**src/rtl/sample_frame_ctrl.sv**
```systemverilog
// Ping-pong frame controller: ADC samples fill one RAM bank while the FFT streams the other.
// Define BIT_REVERSE_EN to read frames in bit-reversed (decimation-in-time) order.
module sample_frame_ctrl #(
    parameter int DATA_W     = 18,
    parameter int FRAME_LOG2 = 9
) (
    input  logic                  Clk,
    input  logic                  reset,
    input  logic                  sample_valid,
    input  logic [DATA_W-1:0]     sample_in,
    input  logic                  rd_start,
    output logic                  frame_ready,
    output logic                  rd_valid,
    output logic [DATA_W-1:0]     rd_data,
    output logic                  rd_last,
    output logic                  overrun,
    input  logic                  overrun_clr,
    output logic                  ram_weA,
    output logic [FRAME_LOG2:0]   ram_addrA,
    output logic [DATA_W-1:0]     ram_dinA,
    output logic                  ram_weB,
    output logic [FRAME_LOG2:0]   ram_addrB,
    output logic [DATA_W-1:0]     ram_dinB,
    input  logic [DATA_W-1:0]     ram_doutB
);

    typedef enum logic {W_FILL, W_STALL} wState_t;
    typedef enum logic [1:0] {R_IDLE, R_READ, R_DRAIN} rState_t;

    wState_t                 wState;
    rState_t                 rState;
    logic                    wrBank;
    logic [FRAME_LOG2-1:0]   wrCnt;
    logic                    rdBank;
    logic [FRAME_LOG2-1:0]   rdCnt;
    logic [1:0]              bankFull;
    logic                    addrValid;
    logic                    issueQ;

    logic                    setFull;
    logic                    clrFull;
    logic                    clrSame;
    logic                    clrOther;
    logic                    drop;
    logic [1:0]              setMask;
    logic [1:0]              clrMask;

    function automatic logic [FRAME_LOG2-1:0] idx(input logic [FRAME_LOG2-1:0] cnt);
        logic [FRAME_LOG2-1:0] r;
`ifdef BIT_REVERSE_EN
        for (int i = 0; i < FRAME_LOG2; i++) r[i] = cnt[FRAME_LOG2-1-i];
`else
        r = cnt;
`endif
        return r;
    endfunction

    assign setFull  = (wState == W_FILL) && sample_valid && (wrCnt == '1);
    assign clrFull  = (rState == R_DRAIN);
    assign clrSame  = clrFull && (rdBank == wrBank);
    assign clrOther = clrFull && (rdBank != wrBank);
    assign drop     = (wState == W_STALL) && sample_valid;
    assign setMask  = setFull ? (wrBank ? 2'b10 : 2'b01) : 2'b00;
    assign clrMask  = clrFull ? (rdBank ? 2'b10 : 2'b01) : 2'b00;

    assign frame_ready = bankFull[rdBank] && (rState == R_IDLE);
    assign rd_data     = ram_doutB;
    assign ram_weB     = 1'b0;
    assign ram_dinB    = '0;

    // Bank occupancy: writer marks a bank full, reader frees it at frame end
    always_ff @(posedge Clk) begin
        if (!reset) begin
            bankFull <= 2'b00;
        end else begin
            bankFull <= (bankFull & ~clrMask) | setMask;
        end
    end

    // Capture side: write samples into the fill bank, stall while both banks are full
    always_ff @(posedge Clk) begin
        if (!reset) begin
            wState    <= W_FILL;
            wrBank    <= 1'b0;
            wrCnt     <= '0;
            ram_weA   <= 1'b0;
            ram_addrA <= '0;
            ram_dinA  <= '0;
        end else begin
            ram_weA <= 1'b0;
            unique case (wState)
                W_FILL: begin
                    if (sample_valid) begin
                        ram_weA   <= 1'b1;
                        ram_addrA <= {wrBank, wrCnt};
                        ram_dinA  <= sample_in;
                        wrCnt     <= wrCnt + 1'b1;
                        if (wrCnt == '1) begin
                            wrBank <= ~wrBank;
                            if (bankFull[~wrBank] && !clrOther) wState <= W_STALL;
                        end
                    end
                end
                W_STALL: begin
                    if (clrSame) wState <= W_FILL;
                end
                default: wState <= W_FILL;
            endcase
        end
    end

    // Sticky overrun flag; a new drop beats a simultaneous clear
    always_ff @(posedge Clk) begin
        if (!reset) begin
            overrun <= 1'b0;
        end else if (drop) begin
            overrun <= 1'b1;
        end else if (overrun_clr) begin
            overrun <= 1'b0;
        end
    end

    // FFT side: issue one address per cycle, data returns two cycles after issue
    always_ff @(posedge Clk) begin
        if (!reset) begin
            rState    <= R_IDLE;
            rdBank    <= 1'b0;
            rdCnt     <= '0;
            addrValid <= 1'b0;
            issueQ    <= 1'b0;
            rd_valid  <= 1'b0;
            rd_last   <= 1'b0;
            ram_addrB <= '0;
        end else begin
            issueQ   <= addrValid;
            rd_valid <= issueQ;
            unique case (rState)
                R_IDLE: begin
                    if (rd_start && bankFull[rdBank]) begin
                        ram_addrB <= {rdBank, idx('0)};
                        rdCnt     <= FRAME_LOG2'(1);
                        addrValid <= 1'b1;
                        rState    <= R_READ;
                    end
                end
                R_READ: begin
                    if (addrValid) begin
                        if (rdCnt == '0) begin
                            addrValid <= 1'b0;
                        end else begin
                            ram_addrB <= {rdBank, idx(rdCnt)};
                            rdCnt     <= rdCnt + 1'b1;
                        end
                    end else if (issueQ) begin
                        rd_last <= 1'b1;
                        rState  <= R_DRAIN;
                    end
                end
                R_DRAIN: begin
                    rd_last <= 1'b0;
                    rdBank  <= ~rdBank;
                    rState  <= R_IDLE;
                end
                default: rState <= R_IDLE;
            endcase
        end
    end

endmodule
```
**config.mk**
```make
export PLATFORM = sky130hd
export DESIGN_NAME = sample_frame_ctrl
export DESIGN_NICKNAME = d
export VERILOG_FILES = /design/src/rtl/sample_frame_ctrl.sv
export SDC_FILE = /design/constraint.sdc
export NUM_CORES = 1
export LEC_CHECK = 0
export ABC_AREA = 1
export CORE_ASPECT_RATIO = 1.2
export CORE_MARGIN = 2
export CORE_UTILIZATION = 40
export CTS_CLUSTER_SIZE = 28
export DETAILED_ROUTE_END_ITERATION = 10
export PLACE_DENSITY = 0.75
export REMOVE_ABC_BUFFERS = 1
export SLEW_MARGIN = 0
export SYNTH_ARGS = -nofsm -noshare
export SYNTH_HDL_FRONTEND = slang
export SYNTH_SLANG_ARGS = --single-unit
```
**constraint.sdc**
```tcl
create_clock -name Clk -period 2.3 [get_ports Clk]
set_clock_uncertainty 0.15 [all_clocks]
set_input_delay 0.46 -clock Clk [delete_from_list [all_inputs] [get_ports Clk]]
set_output_delay 0.46 -clock Clk [all_outputs]
set_load 0.01 [all_outputs]
```
==> results_dict.tcl, run 1 <==
set metrics [dict create \
    crit_type "flip-flop to primary output" \
    cts_made_buffers 9 \
    path_max_fanout 5 \
    timing.hold.ws_ns 0.311 \
    routed_wl_mm 7.30 \
    outcome "completed" \
    numPortBuffers 65 \
    worst_setup_path_start_kind "flip-flop" \
    use_met2_pct 29.0 \
    cpMaxStageDelayCell "clkdlybuf4s50_1" \
    hold_viol_final 0 \
    fin_ws_ns 0.0867 \
    drt-pass1-iter-count 4 \
    grt_max_degree 39 \
    yosysTopAreaCellShare_pct 43.3 \
    syn_inst 439 \
    report.final.slew_viol_count 0 \
    dieArea_um2 8700 \
    worstSkewPairLatency_ns 0.35 \
    post-dp-hpwl_mm 5.16 \
    vias 2842 \
    grtUsageMet3_pct 8.48 \
    irDropWorstVdd_mv 0.471 \
    cts_sinks 69 \
    grt_overflow 0 \
    pre_cts_ws_ns 0.282 \
    rsz0062_at_grt "false" \
    ant_nets 0 \
    critical_path_buf_inv_count 2 \
    clockBufferDepth 2 \
    synth_seq_cells 69 \
    ys_seq_area_share_pct 43.3 \
    cts_resized 0 \
    arrival_ns 1.60 \
    layout.nets 531 \
    synth_flop_cell "dfxtp_1" \
    postLayoutCoreUtil_pct 51.1 \
    die_y_um 102 \
    post-route-min-period_ns 2.21 \
    synthArstFlopShare_pct 0 \
    cp_cell_sequence "inv_2 > nand2_1 > and3_1 > clkdlybuf4s50_1" \
    leakagePower_uw 0.00153 \
    powerDensity_nw_per_um2 639 \
    final-setup-viol-count 0 \
    synthMostInstantiatedCell "nor2_1" \
    max_freq_ghz 0.452 \
    antenna_found_initial 0 \
    row_count 35 \
    stdcell_area_um2 3940 \
    yosys-top-cells-count "nor2_1, dfxtp_1, nand2_1" \
    crit_family "buffers and inverters" \
    cp_slowest_stage_delay_ns 0.53 \
    ys_warn_count 0 \
    busiest_layer "met2" \
    synth.cell_area_um2 3190 \
    diodes 0 \
    synth.top_cells.by_area "dfxtp_1, buf_4, nor2_1" \
    clockRootBuffer "clkbuf_8" \
    synth_top_cell_by_area "dfxtp_1" \
    syn_to_final_growth_pct 23.5 \
    place_congestion 0.864 \
    synth_edf_count 0 \
    floorplan.initialDensity_pct 41.4 \
    path_clk_slew_ns 0.08 \
    io_pins 121 \
    drt-initial-drc-count 144 \
    fp.dieW_um 85.5 \
    grt_pass1_vias 2724 \
    gr-usage-all-layers_pct 17.4 \
    post-route-period-util_pct 96.2 \
    cts_tree "built" \
    floorplan.core_area_um2 7710 \
    synth.distinct_cells 29 \
    htreeDepth 3 \
    cp-end-kind "primary output" \
    worst_ep_required_time_ns 1.69 \
    drcViolationCount 0 \
    holdBufCountCts 0 \
    wl_per_cell_um 12.5 \
    grt_pass1_wl_mm 12.0 \
    avgViaCountPerCell 4.87 \
    min_path_type "flip-flop to flip-flop" \
    drive_above_1_share_pct 7.33 \
    post_cts.repair.setup_buffers 0 \
    post_synth.cell_area_avg_um2 7.26 \
    use_met1_pct 19.4 \
    placed_cell_area_um2 3720 \
    cap_violations 0 \
]
-- worst register-to-register path, cell delays in order, from the launching register on --
cell	delay [ns]
dfxtp_1	0.39
ha_1	0.23
nand3_1	0.14
nor3_1	0.18
ha_1	0.20
nand2_1	0.07
nor2_1	0.13
nand2_1	0.08
o21ai_0	0.08
nand2_1	0.08
a21oi_1	0.12
-- routing by layer --
metal,up-vias,wire length (um)
met5,-,0
met4,0,55
met3,9,705
met2,114,3540
met1,1263,3010
li1,1456,-
-- kinds of logic after synthesis --
group           count (synthesis)  synth area share (%)
buf+inv                        97                  16.3
compound gates                 78                  12.6
flops                          69                  43.3
xor+xnor                        1                 0.275
simple gates                  189                  25.8
other cells                     1                 0.118
fa+ha+maj                       4                  1.57
-- report_power, final --
part | leakage, uW | switching (uW) | total (uW) | internal, uW
clock network | 0.000102 | 472 | 1030 | 560
registers | 0.000564 | 22.2 | 1250 | 1230
logic | 0.000868 | 113 | 231 | 117
total | 0.00153 | 607 | 2520 | 1910
-- placed cells by master, fill, tap and decap left out, drive strengths merged --
cell type       n
nand2          71
xor2            1
a21oi          34
nor3            8
inv            42
buf             8
nor3b           1
a31o            1
o21ai          39
nand4          16
bufinv          1
clkdlybuf4s50  65
conb           19
o21bai          1
dfxtp          69
clkbuf         11
ha              4
nand3          18
nor2           73
clkinvlp        2
o22ai           1
a211oi          1
o21a            1
and3            1
nand3b          1
clkinv          2
-- per-stage QoR --
stage | power [uW] | instances | setup TNS [ns]
final | 2520 | 583 | 0
after floorplan | 1370 | 402 | -0.406
after global placement | 1510 | 567 | 0
after detailed placement | 1510 | 567 | 0
after global routing | 2630 | 583 | 0
after CTS | 2540 | 583 | 0
-- state kept, by name, indices dropped and copies added, names as in the netlist --
signal,count
rdCnt,9
wrBank,1
bankFull,2
ram_addrB,10
ram_dinA,18
wrCnt,9
addrValid,1
rd_valid,1
ram_weA,1
ram_addrA,10
rState,2
wState,1
rd_last,1
rdBank,1
overrun,1
issueQ,1
-- final timing paths --
| kind | slack [ns] | endpoint | cells past startpoint | from |
|---|---|---|---|---|
| worst min-delay path | 0.31 | overrun | 2 | overrun |
| worst max register to register | 0.40 | wState | 10 | wrCnt[0] |
| worst min register to register | 0.31 | overrun | 2 | overrun |
| worst max-delay path | 0.09 | frame_ready | 4 | rdBank |
-- area by class of cell --
class	count	area (um2)
Inverter	42	158
Clock inverter	5	58.8
Fill cell	761	3770
Multi-Input combinational cell	291	1360
Clock buffer	11	151
Timing Repair Buffer	73	711
Tap cell	92	115
Sequential cell	69	1380
(Power assumes the default switching activity.)
==> inputs of run 2 (changes only) <==
CORE_UTILIZATION = 44   (was 40)
PLACE_DENSITY = 0.81   (was 0.75)
==> run 2 against run 1 <==
Non-clock buffer count rose by 2. Critical endpoint unchanged. Critical path depth shrank 1. Largest power group unchanged. Critical path type unchanged. Wire length decreased by 2.5%.
==> results_dict.tcl, run 2 (synthesized netlist as in run 1, its figures left out) <==
set metrics [dict create \
    drcViolationCount 0 \
    regArea_um2 1380 \
    powerDensity_nw_per_um2 629 \
    cts_tree "built" \
    grt_pass1_vias 2627 \
    path_clk_slew_ns 0.08 \
    diodes 0 \
    setup_tns_ns 0 \
    largest_reg_flops 18 \
    dieArea_um2 7950 \
    drt-initial-drc-count 163 \
    arrival_ns 1.58 \
    post-route-min-period_ns 2.19 \
    avgViaCountPerCell 4.86 \
    post-dp-hpwl_mm 5.31 \
    worst_setup_path_start_kind "flip-flop" \
    post-route-period-util_pct 95.4 \
    cts_made_buffers 9 \
    num-fill-cells 698 \
    worstSkewPairLatency_ns 0.36 \
    worst_ep_required_time_ns 1.69 \
    min_path_type "flip-flop to flip-flop" \
    cts_sinks 69 \
    holdBufCountCts 0 \
    antenna_found_initial 0 \
    path_max_fanout 4 \
    hold_viol_final 0 \
    clockBufferDepth 2 \
    rsz0062_at_grt "false" \
    routed_wl_mm 7.12 \
    drt-pass1-iter-count 4 \
    top_regs "ram_dinA: 18 flops, ram_addrA: 10 flops, ram_addrB: 10 flops" \
    report.final.slew_viol_count 0 \
    crit_type "flip-flop to primary output" \
    cp-end-kind "primary output" \
    grt_overflow 0 \
    grt_max_degree 39 \
    cap_violations 0 \
    outcome "completed" \
    largest_register "ram_dinA" \
    timing.hold.ws_ns 0.313 \
    floorplan.core_area_um2 7150 \
    gr-usage-all-layers_pct 18.7 \
    max_freq_ghz 0.456 \
    irDropWorstVdd_mv 0.313 \
    power_uw 2480 \
    grt_pass1_wl_mm 11.6 \
    io_pins 121 \
    row_count 34 \
    place_congestion 0.869 \
    die_y_um 97.2 \
    ant_nets 0 \
    numPortBuffers 65 \
    fp.dieW_um 81.7 \
    final-setup-viol-count 0 \
    drive_above_1_share_pct 7.51 \
    wl_per_cell_um 12.2 \
    clockRootBuffer "clkbuf_8" \
    htreeDepth 3 \
    syn_to_final_growth_pct 23.5 \
    floorplan.initialDensity_pct 44.6 \
    leakagePower_uw 0.00154 \
    multi_input_area_um2 1360 \
    final_cell_mix "nand2_1, nor2_1, dfxtp_1, clkdlybuf4s50_1, inv_1" \
    vias 2834 \
    layout.nets 533 \
]
## run 2: per-layer routing
layer  GRT usage (%)  vias to the layer above  wire length, um
met5            2.14                        -                0
met4            10.4                        0              199
met3            6.97                       16              603
met2            28.8                      102             3290
met1            21.9                     1263             3030
li1                -                     1453                -
## run 2: path summary, 6_finish.rpt
kind	startpoint	end	slack, ns	depth (start not counted)
hold reg to reg	ram_addrB[2]	ram_addrB[2]	0.31	2
setup reg to reg	wrCnt[0]	wState	0.45	10
setup / recovery	rState[1]	frame_ready	0.11	3
hold / removal	ram_addrB[2]	ram_addrB[2]	0.31	2
## run 2: worst max-delay path, cell delays in order (launching register included)
cell	delay (ns)
dfxtp_1	0.37
nor2_1	0.17
and3_1	0.17
clkdlybuf4s50_1	0.52
## run 2: final cells by class
class                           count  area share (%)
Tap cell                           90            2.86
Sequential cell                    69            35.1
Timing Repair Buffer               75            18.4
Inverter                           42            4.01
Multi-Input combinational cell    291            34.5
Clock buffer                        9            3.15
Clock inverter                      7            1.94
## run 2: power by group
group	leakage, uW	switching, uW	internal [uW]	total [uW]
clock network	0.0000954	487	503	990
registers	0.000564	22.2	1230	1250
logic	0.000877	113	120	232
total	0.00154	621	1850	2480
## run 2: through the flow
step	cells	area, um2	utilization, %	setup WS, ns
floorplan	402	2890	-	-0.206
global placement	567	3730	52.3	0.334
detailed placement	567	3730	52.3	0.298
CTS	583	3940	55.1	0.0227
global route	583	3940	55.1	0.0195
finish	583	3940	55.1	0.107
## run 2: timing repair
| action | in CTS | in global routing |
|---|---|---|
| endpoints found under the setup margin | 0 | 1 |
| gates resized for setup | 0 | 1 |
| setup buffers | 0 | 0 |
